$ cat src/rtl/reset_sequencer.sv
// System reset sequencer: cold-reset timing, button debounce, watchdog stretch
// and a sticky reset-cause register.
//
// state   | meaning
// POR     | power_on_reset and sys_reset asserted; cold reset or button held
// STRETCH | sys_reset asserted after POR ends or after a watchdog pulse
// RUN     | system released
module reset_sequencer #(
   parameter int POR_CYCLES      = 256,
   parameter int STRETCH_CYCLES  = 64,
   parameter int DEBOUNCE_CYCLES = 1024,
   parameter int CNT_W           = 16
) (
   input  logic       clk,
   input  logic       reset,
   input  logic       button_n,
   input  logic       wdt_reset,
   input  logic       cause_clear,
   output logic       power_on_reset,
   output logic       sys_reset,
   output logic [2:0] reset_cause,
   output logic [1:0] seq_state
);

   typedef enum logic [1:0] {
      POR     = 2'd0,
      STRETCH = 2'd1,
      RUN     = 2'd2
   } state_t;

   localparam logic [CNT_W-1:0] POR_LOAD     = CNT_W'(POR_CYCLES - 1);
   localparam logic [CNT_W-1:0] STRETCH_LOAD = CNT_W'(STRETCH_CYCLES - 1);
   localparam logic [CNT_W-1:0] DEB_LAST     = CNT_W'(DEBOUNCE_CYCLES - 1);
   localparam logic [CNT_W-1:0] ONE          = CNT_W'(1);

   state_t           state, state_next;
   logic [CNT_W-1:0] cnt, cnt_next;
   logic             sync1, sync2;
   logic             deb, deb_next;
   logic [CNT_W-1:0] deb_cnt, deb_cnt_next;
   logic             press;
   logic             mask;
   logic             wdt_qual;
   logic [2:0]       cause_next;

   // deb is the debounced "pressed" state; sync2 is the synchronised active-low button
   always_comb begin
      deb_next     = deb;
      deb_cnt_next = '0;
      press        = 1'b0;
      if ((~sync2) != deb) begin
         if (deb_cnt == DEB_LAST) begin
            deb_next = ~deb;
            press    = ~deb;
         end else begin
            deb_cnt_next = deb_cnt + ONE;
         end
      end
   end

   // The watchdog echoes power_on_reset combinationally, so its output is
   // ignored during POR and for one cycle after power_on_reset falls.
   assign wdt_qual = wdt_reset & ~power_on_reset & ~mask;

   always_comb begin
      state_next = state;
      cnt_next   = (cnt != '0) ? cnt - ONE : cnt;
      cause_next = cause_clear ? 3'b000 : reset_cause;
      case (state)
         POR: begin
            if (deb || press) begin
               cnt_next = POR_LOAD;
            end else if (cnt == '0) begin
               state_next = STRETCH;
               cnt_next   = STRETCH_LOAD;
            end
         end
         STRETCH: begin
            if (press) begin
               state_next = POR;
               cnt_next   = POR_LOAD;
            end else if (wdt_qual) begin
               cnt_next      = STRETCH_LOAD;
               cause_next[2] = 1'b1;
            end else if (cnt == '0) begin
               state_next = RUN;
            end
         end
         RUN: begin
            if (press) begin
               state_next = POR;
               cnt_next   = POR_LOAD;
            end else if (wdt_qual) begin
               state_next    = STRETCH;
               cnt_next      = STRETCH_LOAD;
               cause_next[2] = 1'b1;
            end
         end
         default: begin
            state_next = POR;
            cnt_next   = POR_LOAD;
         end
      endcase
      if (press) begin
         cause_next = 3'b010;
      end
   end

   always_ff @(posedge clk) begin
      if (reset) begin
         state          <= POR;
         cnt            <= POR_LOAD;
         sync1          <= 1'b1;
         sync2          <= 1'b1;
         deb            <= 1'b0;
         deb_cnt        <= '0;
         mask           <= 1'b1;
         power_on_reset <= 1'b1;
         sys_reset      <= 1'b1;
         reset_cause    <= 3'b001;
      end else begin
         state          <= state_next;
         cnt            <= cnt_next;
         sync1          <= button_n;
         sync2          <= sync1;
         deb            <= deb_next;
         deb_cnt        <= deb_cnt_next;
         mask           <= power_on_reset;
         power_on_reset <= (state_next == POR);
         sys_reset      <= (state_next != RUN);
         reset_cause    <= cause_next;
      end
   end

   assign seq_state = state;

endmodule

$ cat config.mk
export PLATFORM = sky130hd
export DESIGN_NAME = reset_sequencer
export DESIGN_NICKNAME = d
export VERILOG_FILES = /design/src/rtl/reset_sequencer.sv
export SDC_FILE = /design/constraint.sdc
export NUM_CORES = 1
export LEC_CHECK = 0
export ABC_AREA = 1
export CELL_PAD_IN_SITES_DETAIL_PLACEMENT = 0
export CELL_PAD_IN_SITES_GLOBAL_PLACEMENT = 1
export CORE_ASPECT_RATIO = 1.2
export CORE_MARGIN = 2
export CORE_UTILIZATION = 41
export DETAILED_ROUTE_END_ITERATION = 6
export PLACE_DENSITY = 0.86
export REMOVE_ABC_BUFFERS = 1
export SLEW_MARGIN = 40
export SYNTH_ARGS = -nofsm -noshare
export SYNTH_HDL_FRONTEND = slang
export SYNTH_SLANG_ARGS = --single-unit
$ cat constraint.sdc
create_clock -name clk -period 2.9 [get_ports clk]
set_input_delay 0.435 -clock clk [delete_from_list [all_inputs] [get_ports clk]]
set_output_delay 0.435 -clock clk [all_outputs]
set_load 0.1 [all_outputs]
==> metrics.txt <==
DRC=0; Worst Setup Path Type=reg -> reg; NetSw=0.000234 W; chip width=73.1 µm; setup bufs post-CTS=0; R2R Setup Slk=between 1 and 1.5 ns; pin count of the biggest net entering global routing=17; asr flop ratio synth=0; final core utilization=0.470; hold buffer count at cts=0; number of synthesized flops with an enable pin=0; Synth Register Bits=43; status=finished, final reports clean; Final Hold Viols=0; fin worst setup slack=1.06 ns; initial antenna violation count=0; core area=about 0.0056 mm²; Wirelength per Cell=roughly 11 µm; Slew Limit Fails=0; # fillers=between 500 and 600; Pre-Repair DR Iteration Count=4; CTS Sinks=between 40 and 50; top cells by area, synth=dfxtp_1 37%, nand2_1 10%, nor2_1 7.4%, inv_1 6.2%, nand3_1 4.7%; top cell types by occurrence after synthesis=63 x nand2_1, 46 x nor2_1, 43 x dfxtp_1, 39 x inv_1, 22 x nand3_1; Min-Delay Path Depth=1; PD cells=429 mW/mm²; area share of the leading cell type in the synthesized netlist=0.367; LEAKAGE=~1.1 nW; r2r startpoint=cnt[0]; worst-case clock buffer depth=2; post-cts gate resize count=0; final wirelength=approximately 4600 µm; RSZ-0062 raised after global routing=false; share of cells above drive strength 1=0.178; CP peak stage delay=~0.35 ns; Ant. Diodes=0; Hold Crit Class=reg -> reg; HPWL Detailed=between 3000 and 4000 µm; Worst setup startpoint=cnt[0]; Synth cell types=33; Worst Path Max Fanout=8; Rows=30; most frequent cell after synthesis=nand2_1; H-Tree Depth=2; drt initial violations=93; WP data arrival=roughly 2 ns; setup total negative slack=0 ns; Rel. slew slack=0.724; sequential area share after synthesis=0.367; final setup vio count=0; CTS clk-pin slew, worst paths=about 0.080 ns; FF+latch area=between 800 and 900 µm²; CTS tree=built; Synth area leader=dfxtp_1; Max VDD drop=0.212 mV; IO buf count=11; starting density of the core=0.419; Clock Power Share=0.425; die height=roughly 87 µm; register share of total power=0.533; R2R Path End=cnt[0]; Nets=about 350; clock root cell=clkbuf_8; first-pass GRT wire length=8070 µm; YS warnings=0; R2R depth=8; fmax=544 MHz; die area=0.00635 mm²; Vias per Instance=4.80; Post-Syn Area per Cell=between 7 and 8 µm²; insertion delay to the later sink of the worst-skew pair=0.29 ns; Mapped Area=roughly 0.0023 mm²; crit-path most repeated cell=ha_1; vias in the first global route=between 1,500 and 2,000; post-layout power=0.00113 W; actual slew at the worst max-slew pin=a little over 0.4 ns; combinational fraction of design power=0.042; hold path endpoint=sync2; gpl congestion=0.792; Setup crit end kind=flop; TritonCTS Buffers=5; CP max-delay cell=dfxtp_1; fin crit share=0.634; Post-synth top flop=dfxtp_1; post-synthesis cell count=326; remaining global-route overflow=0; fin crit period=approximately 1.8 ns; ANT nets after route=0; Ports=12; switching share of power=0.208; Worst setup SP type=flop; min-delay src=sync1; max cap viols=0; multi-input logic area=~0.0013 mm²; Overall Global Routing Usage=0.161; Worst Clk Skew=0.00654 ns; worst slack at placement=approximately 0.82 ns; Worst Path Required=about 3 ns; worst path cell trace=inv_1, ha_1, nand3_2, nor3_4, nand2_4, ha_1, o21ai_0, nand3_1; via count=1,953; area grow syn2layout=12.1%; Int Pwr=around 0.00089 W
==> how the worst max path moves through the flow <==
stage / end / slack, ns / depth (start not counted)
CTS: cnt[0] / 1.03 / 8
floorplan: cnt[11] / 0.78 / 6
finish: cnt[0] / 1.06 / 8
global placement: power_on_reset / 0.92 / 12
global route: cnt[0] / 0.92 / 8
detailed placement: power_on_reset / 0.82 / 12
==> power by group through the flow <==
stage          Sequential (W)  Clock [W]  Combinational, W
2_1_floorplan        0.000621          0         0.0000244
3_3_place_gp         0.000615          0         0.0000467
3_5_place_dp         0.000615          0         0.0000470
4_1_cts              0.000601   0.000495         0.0000473
5_1_grt              0.000602   0.000518         0.0000531
6_report             0.000601   0.000479         0.0000468
==> layout make-up <==
cell class                      count  area share
Multi-Input combinational cell    234       0.492
Sequential cell                    43       0.327
Inverter                           45      0.0642
Timing Repair Buffer               13      0.0409
Clock buffer                        6      0.0314
Tap cell                           64      0.0304
Clock inverter                      2      0.0133
==> worst max-delay path, delay by kind of cell, from the launching register on <==
kind / cells / cell delay [ns]
flip-flops: 1 / 0.35
AO/OA/AOI/OAI: 1 / 0.16
AND/OR/NAND/NOR: 4 / 0.62
buffers and inverters: 1 / 0.07
adder cells (fa/ha/maj): 2 / 0.54
==> registers in the layout, summed over array words and instances, names as in the netlist <==
name / count
seq_state: 2
sync2: 1
power_on_reset: 1
reset_cause: 3
cnt: 16
deb: 1
sys_reset: 1
sync1: 1
mask: 1
deb_cnt: 16
==> metal layers <==
metal | GRT usage | part of all wire | wire length (µm)
met3 | 0.0289 | 0.023 | 107
met1 | 0.178 | 0.43 | 2010
met2 | 0.304 | 0.53 | 2440
met5 | 0 | 0 | 0
met4 | 0.0505 | 0.013 | 59
==> cell usage in the layout (no fill, tap or decap) <==
cell             synthesis  layout
nor3_2                   2       2
a31o_1                   1       1
buf_4                    1       9
xor2_1                   7       7
nor2_2                   8       8
o21a_1                   2       2
nor4_1                   1       1
nor3_4                   1       1
nor2_1                  46      46
nand3_1                 22      22
clkdlybuf4s50_1          0       4
inv_1                   39      39
inv_2                    6       6
dfxtp_1                 43      43
o21ai_1                  2       2
bufinv_16                0       1
nor3_1                   8       8
nand2_1                 63      63
o21ai_2                  2       2
nor2_8                   1       1
nand3_4                  2       2
xnor2_1                  5       5
nor3b_1                  1       1
o21bai_1                 1       1
clkinv_2                 0       1
o21ai_0                 15      15
nand2_2                  8       8
a21oi_1                 11      11
clkbuf_8                 0       6
nand2_4                  3       3
nand3_2                  3       3
or2_2                    6       6
ha_1                     7       7
nor2_4                   2       2
nand4_1                  4       4
==> logic make-up (layout without fill, tap and decap cells) <==
family	after synthesis	in the layout	synth area share
flip-flops	43	43	0.367
AND/OR/NAND/NOR	181	181	0.389
XOR/XNOR	12	12	0.0448
adder cells (fa/ha/maj)	7	7	0.0373
buffers and inverters	49	66	0.0811
AO/OA/AOI/OAI	34	34	0.0805
==> per-stage QoR <==
stage | instances | cell area [µm²] | hold WS (ns)
finish | 407 | 2630 | 0.415
global route | 407 | 2630 | 0.431
CTS | 407 | 2630 | 0.421
detailed placement | 399 | 2510 | 0.400
global placement | 399 | 2510 | 0.400
floorplan | 322 | 2320 | 0.389
Note: power is estimated with default switching activity, not from simulation.
==> variant 1: new RTL, config.mk and constraints unchanged <==
Register the output `seq_state` once more, with the module's reset; this adds one clock of latency there. The other outputs are not delayed to match.
--- a/src/rtl/reset_sequencer.sv
+++ b/src/rtl/reset_sequencer.sv
@@ -134,3 +134,9 @@
 
-   assign seq_state = state;
+   always_ff @(posedge clk) begin
+      if (reset) begin
+         seq_state <= '0;
+      end else begin
+         seq_state <= state;
+      end
+   end
 
Function: same outputs for any inputs over 10 cycles, from zero or initial values and one cycle with reset high; that may be too few to reach the edited logic, so the function may still have changed.
==> variant 1 against the original RTL <==
  * Worst setup slack lost 0.030 ns
  * Largest power group unchanged
  * Synthesized cell count rose by 0.31%
  * Area after synthesis is 4.1% higher
  * Cell count rose by 3.4%
  * Routed wire length rose by 1.3%
  * Sequential cell count up 2
  * Core utilization is 0.67 points higher
  * Final area increased by 3.5%
  * Power rose by 4.1%
  * Maximum frequency shrank 1.6%
  * Global-route usage is 0.16 points lower
  * Critical endpoint unchanged
==> variant 1: results (changes against the original RTL) <==
qor: run_status.status complete, no violations
qor: cells_and_area.final_net_count 352 [-0.56%]
qor: global_route.grt_pass1_vias 1849 [-2.4%]
qor: global_route.grt_max_degree 16 [-1]
qor: routing.vias 1983 [+1.5%]
qor: routing.first_iter_violations 70 [-25%]
qor: pwr.pwr-share-clk 42.3% [-0.2 points]
qor: logic_synthesis.synth.area.top_cells dfxtp_1 37%, nand2_1 9.8%, nor2_1 5.4%, nand3_1 5.1%, inv_1 5.1%
qor: timing.worst_slew_pin_slew 0.483 ns [+0.0725 ns]
qor: timing.hold-worst-slack 0.425 ns [+0.0101 ns]
qor: placed_design.gp_congestion 0.827 [+4.4%]
qor: placed_design.placement.cell_area 2610 um2 [+3.7%]
qor: timing.clock-skew-final 0.00307 ns [-0.00347 ns]
qor: cells_and_area.final_area 2720 um2 [+3.5%]
qor: worst_setup_path.worstRegToRegCells 10 [+2]
qor: global_route.groute.usage.overall 15.9% [-0.16 points]
qor: pwr.total_leakage_power 1.18 nW [+7.3%]
qor: worst_setup_path.regToRegSetupSlack 1.03 ns [-0.03 ns]
qor: placed_design.placed_cells_incl_taps 413 [+3.5%]
qor: routing.drt-wirelength-per-cell 11.1 um [-2.1%]
qor: global_route.grt_first_pass_wirelength 8160 um [+1.1%]
qor: cells_and_area.fill_cell_total_of_the_finished_layout 611 [+2.2%]
qor: worst_setup_path.crit_path_max_fanout 3 [-5]
qor: placed_design.estimated_wirelength_of_the_detail_placed_design 3510 um [-3.5%]
qor: worst_setup_path.cpPeakStageDelay 0.32 ns [-0.03 ns]
variant 1: layout make-up:
cell class / count / share of cell area (%)
Tap cell: 80 / 3.68
Timing Repair Buffer: 11 / 3.40
Clock inverter: 1 / 1.10
Multi-Input combinational cell: 238 / 50.1
Sequential cell: 45 / 33.1
Inverter: 39 / 5.47
Clock buffer: 7 / 3.17
variant 1: routing by layer:
layer,routed length [um],track usage (%),vias to the layer above,part of all wire [%]
met5,0,0,-,0
met4,69,6.17,0,1.5
met3,136,3.08,7,2.9
met2,2240,27.6,26,48
met1,2230,19.3,882,48
li1,-,-,1068,-
variant 1: worst max path at each step:
stage | startpoint | endpoint | slack, ns | cells past startpoint
after floorplan | power_on_reset$_SDFF_PP1_ | power_on_reset$_SDFF_PP1_ | 1.00 | 9
after global placement | wdt_reset | power_on_reset$_SDFF_PP1_ | 0.93 | 12
after detailed placement | wdt_reset | power_on_reset$_SDFF_PP1_ | 0.87 | 12
after CTS | cnt[0]$_SDFF_PP1_ | cnt[0]$_SDFF_PP1_ | 1.03 | 10
after global routing | cnt[0]$_SDFF_PP1_ | cnt[0]$_SDFF_PP1_ | 0.91 | 10
final | cnt[0]$_SDFF_PP1_ | cnt[0]$_SDFF_PP1_ | 1.03 | 10
variant 1: power groups by stage:
stage	combinational [mW]	sequential [mW]	clock (mW)
finish	0.0495	0.628	0.496
global route	0.0548	0.629	0.533
CTS	0.0499	0.628	0.510
global placement	0.0487	0.643	0
floorplan	0.0279	0.649	0
detailed placement	0.0497	0.643	0
variant 1: cells by family after synthesis:
group	share of synthesized area, %
XOR/XNOR	3.59
AO/OA/AOI/OAI	7.95
flip-flops	36.9
adder cells (fa/ha/maj)	3.59
buffers and inverters	7.28
AND/OR/NAND/NOR	40.7
==> variant 2: new RTL, same flow settings <==
Made on the original files. The parameter `CNT_W` goes from 16 to 32.
--- a/src/rtl/reset_sequencer.sv
+++ b/src/rtl/reset_sequencer.sv
@@ -11,3 +11,3 @@
    parameter int DEBOUNCE_CYCLES = 1024,
-   parameter int CNT_W           = 16
+   parameter int CNT_W           = 32
 ) (
Check against the original RTL: same outputs for any inputs over 10 cycles, from zero or initial values and one cycle with reset high; that may be too few to reach the edited logic, so the function may still have changed.
==> variant 2 against the original RTL <==
  * Clock power up 120%
  * Cell count grew 99%
  * Area after synthesis increased by 86%
  * Routed wire length up 120%
  * Sequential power up 73%
  * Final area up 85%
  * Power rose by 91%
  * Combinational power increased by 24%
  * Critical endpoint is now sys_reset$_SDFF_PP1_
  * Die area grew 81%
  * Critical path depth rose by 3
  * Largest cell class unchanged
  * Largest power group is now the clock network
  * Sequential cell count increased by 32
  * Synthesized cell count increased by 100%
  * Worst setup slack lost 0.46 ns
==> variant 2: results (changes against the original RTL) <==
qor: timing.slew_headroom 48.8% [-24 points]
qor: clock_tree.worst_setup_hold_path_clk_slew 0.06 ns [-0.02 ns]
qor: routing.wl_met1 4410 um [+120%]
qor: routing.drt-wirelength-per-cell 12.7 um [+12%]
qor: placed_design.estimated_wirelength_of_the_detail_placed_design 7720 um [+110%]
qor: routing.routed-wl-met3 254 um [+140%]
qor: cells_and_area.final_net_count 688 [+94%]
qor: global_route.grt_pass1_vias 3948 [+110%]
qor: timing.clock-skew-final 0.00758 ns [+0.00104 ns]
qor: global_route.grt_max_degree 25 [+8]
qor: routing.first_iter_violations 181 [+95%]
qor: cells_and_area.final_layout_size_suffix_gt1_share 11.7% [-6.0 points]
qor: worst_setup_path.worstRegToRegCells 11 [+3]
qor: global_route.grt.met1_usage 20.8% [+3.0 points]
qor: clock_tree.insertion_delay 0.33 ns [+0.04 ns]
qor: routing.met2RoutedLength 5300 um [+120%]
qor: pwr.p_clk 1.05 mW [+120%]
qor: global_route.grt_first_pass_wirelength 17600 um [+120%]
qor: worst_setup_path.arrival 2.52 ns [+0.49 ns]
qor: logic_synthesis.yosysUniqueCellTypes 39 [+18%]
qor: placed_design.gp_congestion 0.903 [+14%]
qor: run_status.status complete, no violations
qor: logic_synthesis.synth.area.top_cells dfxtp_1 34%, nand2_1 13%, nor2_1 9.8%, inv_1 7.5%, nand3_1 6.0%
qor: clock_tree.tritoncts.num_buffers 9 [+4]
qor: cells_and_area.reg.largest.list cnt (32), deb_cnt (32), reset_cause (3)
qor: global_route.globalRouteMet3Util 3.21% [+0.31 points]
qor: worst_setup_path.cpPeakStageDelay 0.46 ns [+0.11 ns]
qor: logic_synthesis.synth-seq-area-share 34.3% [-2.3 points]
qor: global_route.groute.usage.overall 19.0% [+2.9 points]
qor: routing.drt-pass1-iter-count 5 [+1]
qor: logic_synthesis.ys_top_cells_by_count 147 x nand2_1, 114 x nor2_1, 87 x inv_1, 75 x dfxtp_1, 52 x nand3_1
qor: worst_setup_path.critical-path-slowest-cell nand2_1
qor: pwr.pwr.group.sequential 1.04 mW [+73%]
qor: routing.vias 4033 [+110%]
-- variant 2: cell count changes in the layout (fill, tap and decap cells not counted), moves of 9 or more --
cell	before	now
xor2_1	7	25
nand2_1	63	147
nand4_1	4	16
nand3_1	22	52
inv_1	39	87
nor3_1	8	20
nor2_1	46	114
clkbuf_16	0	9
dfxtp_1	43	75
-- variant 2: logic make-up (layout without fill, tap and decap cells) --
group / count (synthesis) / in the layout / share of synthesized area [%]
adder cells (fa/ha/maj): 7 / 7 / 2.00
buffers and inverters: 102 / 124 / 9.33
AO/OA/AOI/OAI: 44 / 44 / 5.75
XOR/XNOR: 32 / 32 / 6.41
AND/OR/NAND/NOR: 399 / 399 / 42.2
flip-flops: 75 / 75 / 34.3
-- variant 2: stage by stage --
step | power, mW | utilization [%] | setup slack (ns) | cells
CTS | 2.18 | 46.5 | 0.602 | 810
detailed placement | 1.12 | 43.9 | 0.628 | 794
global route | 2.23 | 46.5 | 0.382 | 810
finish | 2.15 | 46.5 | 0.601 | 810
global placement | 1.12 | 43.9 | 0.752 | 794
floorplan | 1.10 | - | 0.713 | 651
-- variant 2: area by class of cell --
type                    count  area [um2]
inverters                  94         353
fillers                  1115        5590
flip-flops and latches     75        1500
repair buffers             14         115
clock inverters             6        38.8
clock buffers              10         239
multi-input cells         482        2460
well taps                 129         161
-- variant 2: path summary, 6_finish.rpt --
path,start,to,slack [ns]
setup / recovery,cnt[0]$_SDFF_PP1_,sys_reset$_SDFF_PP1_,0.60
hold / removal,sync1$_SDFF_PP1_,sync2$_SDFF_PP1_,0.42
setup reg to reg,cnt[0]$_SDFF_PP1_,sys_reset$_SDFF_PP1_,0.60
hold reg to reg,sync1$_SDFF_PP1_,sync2$_SDFF_PP1_,0.42
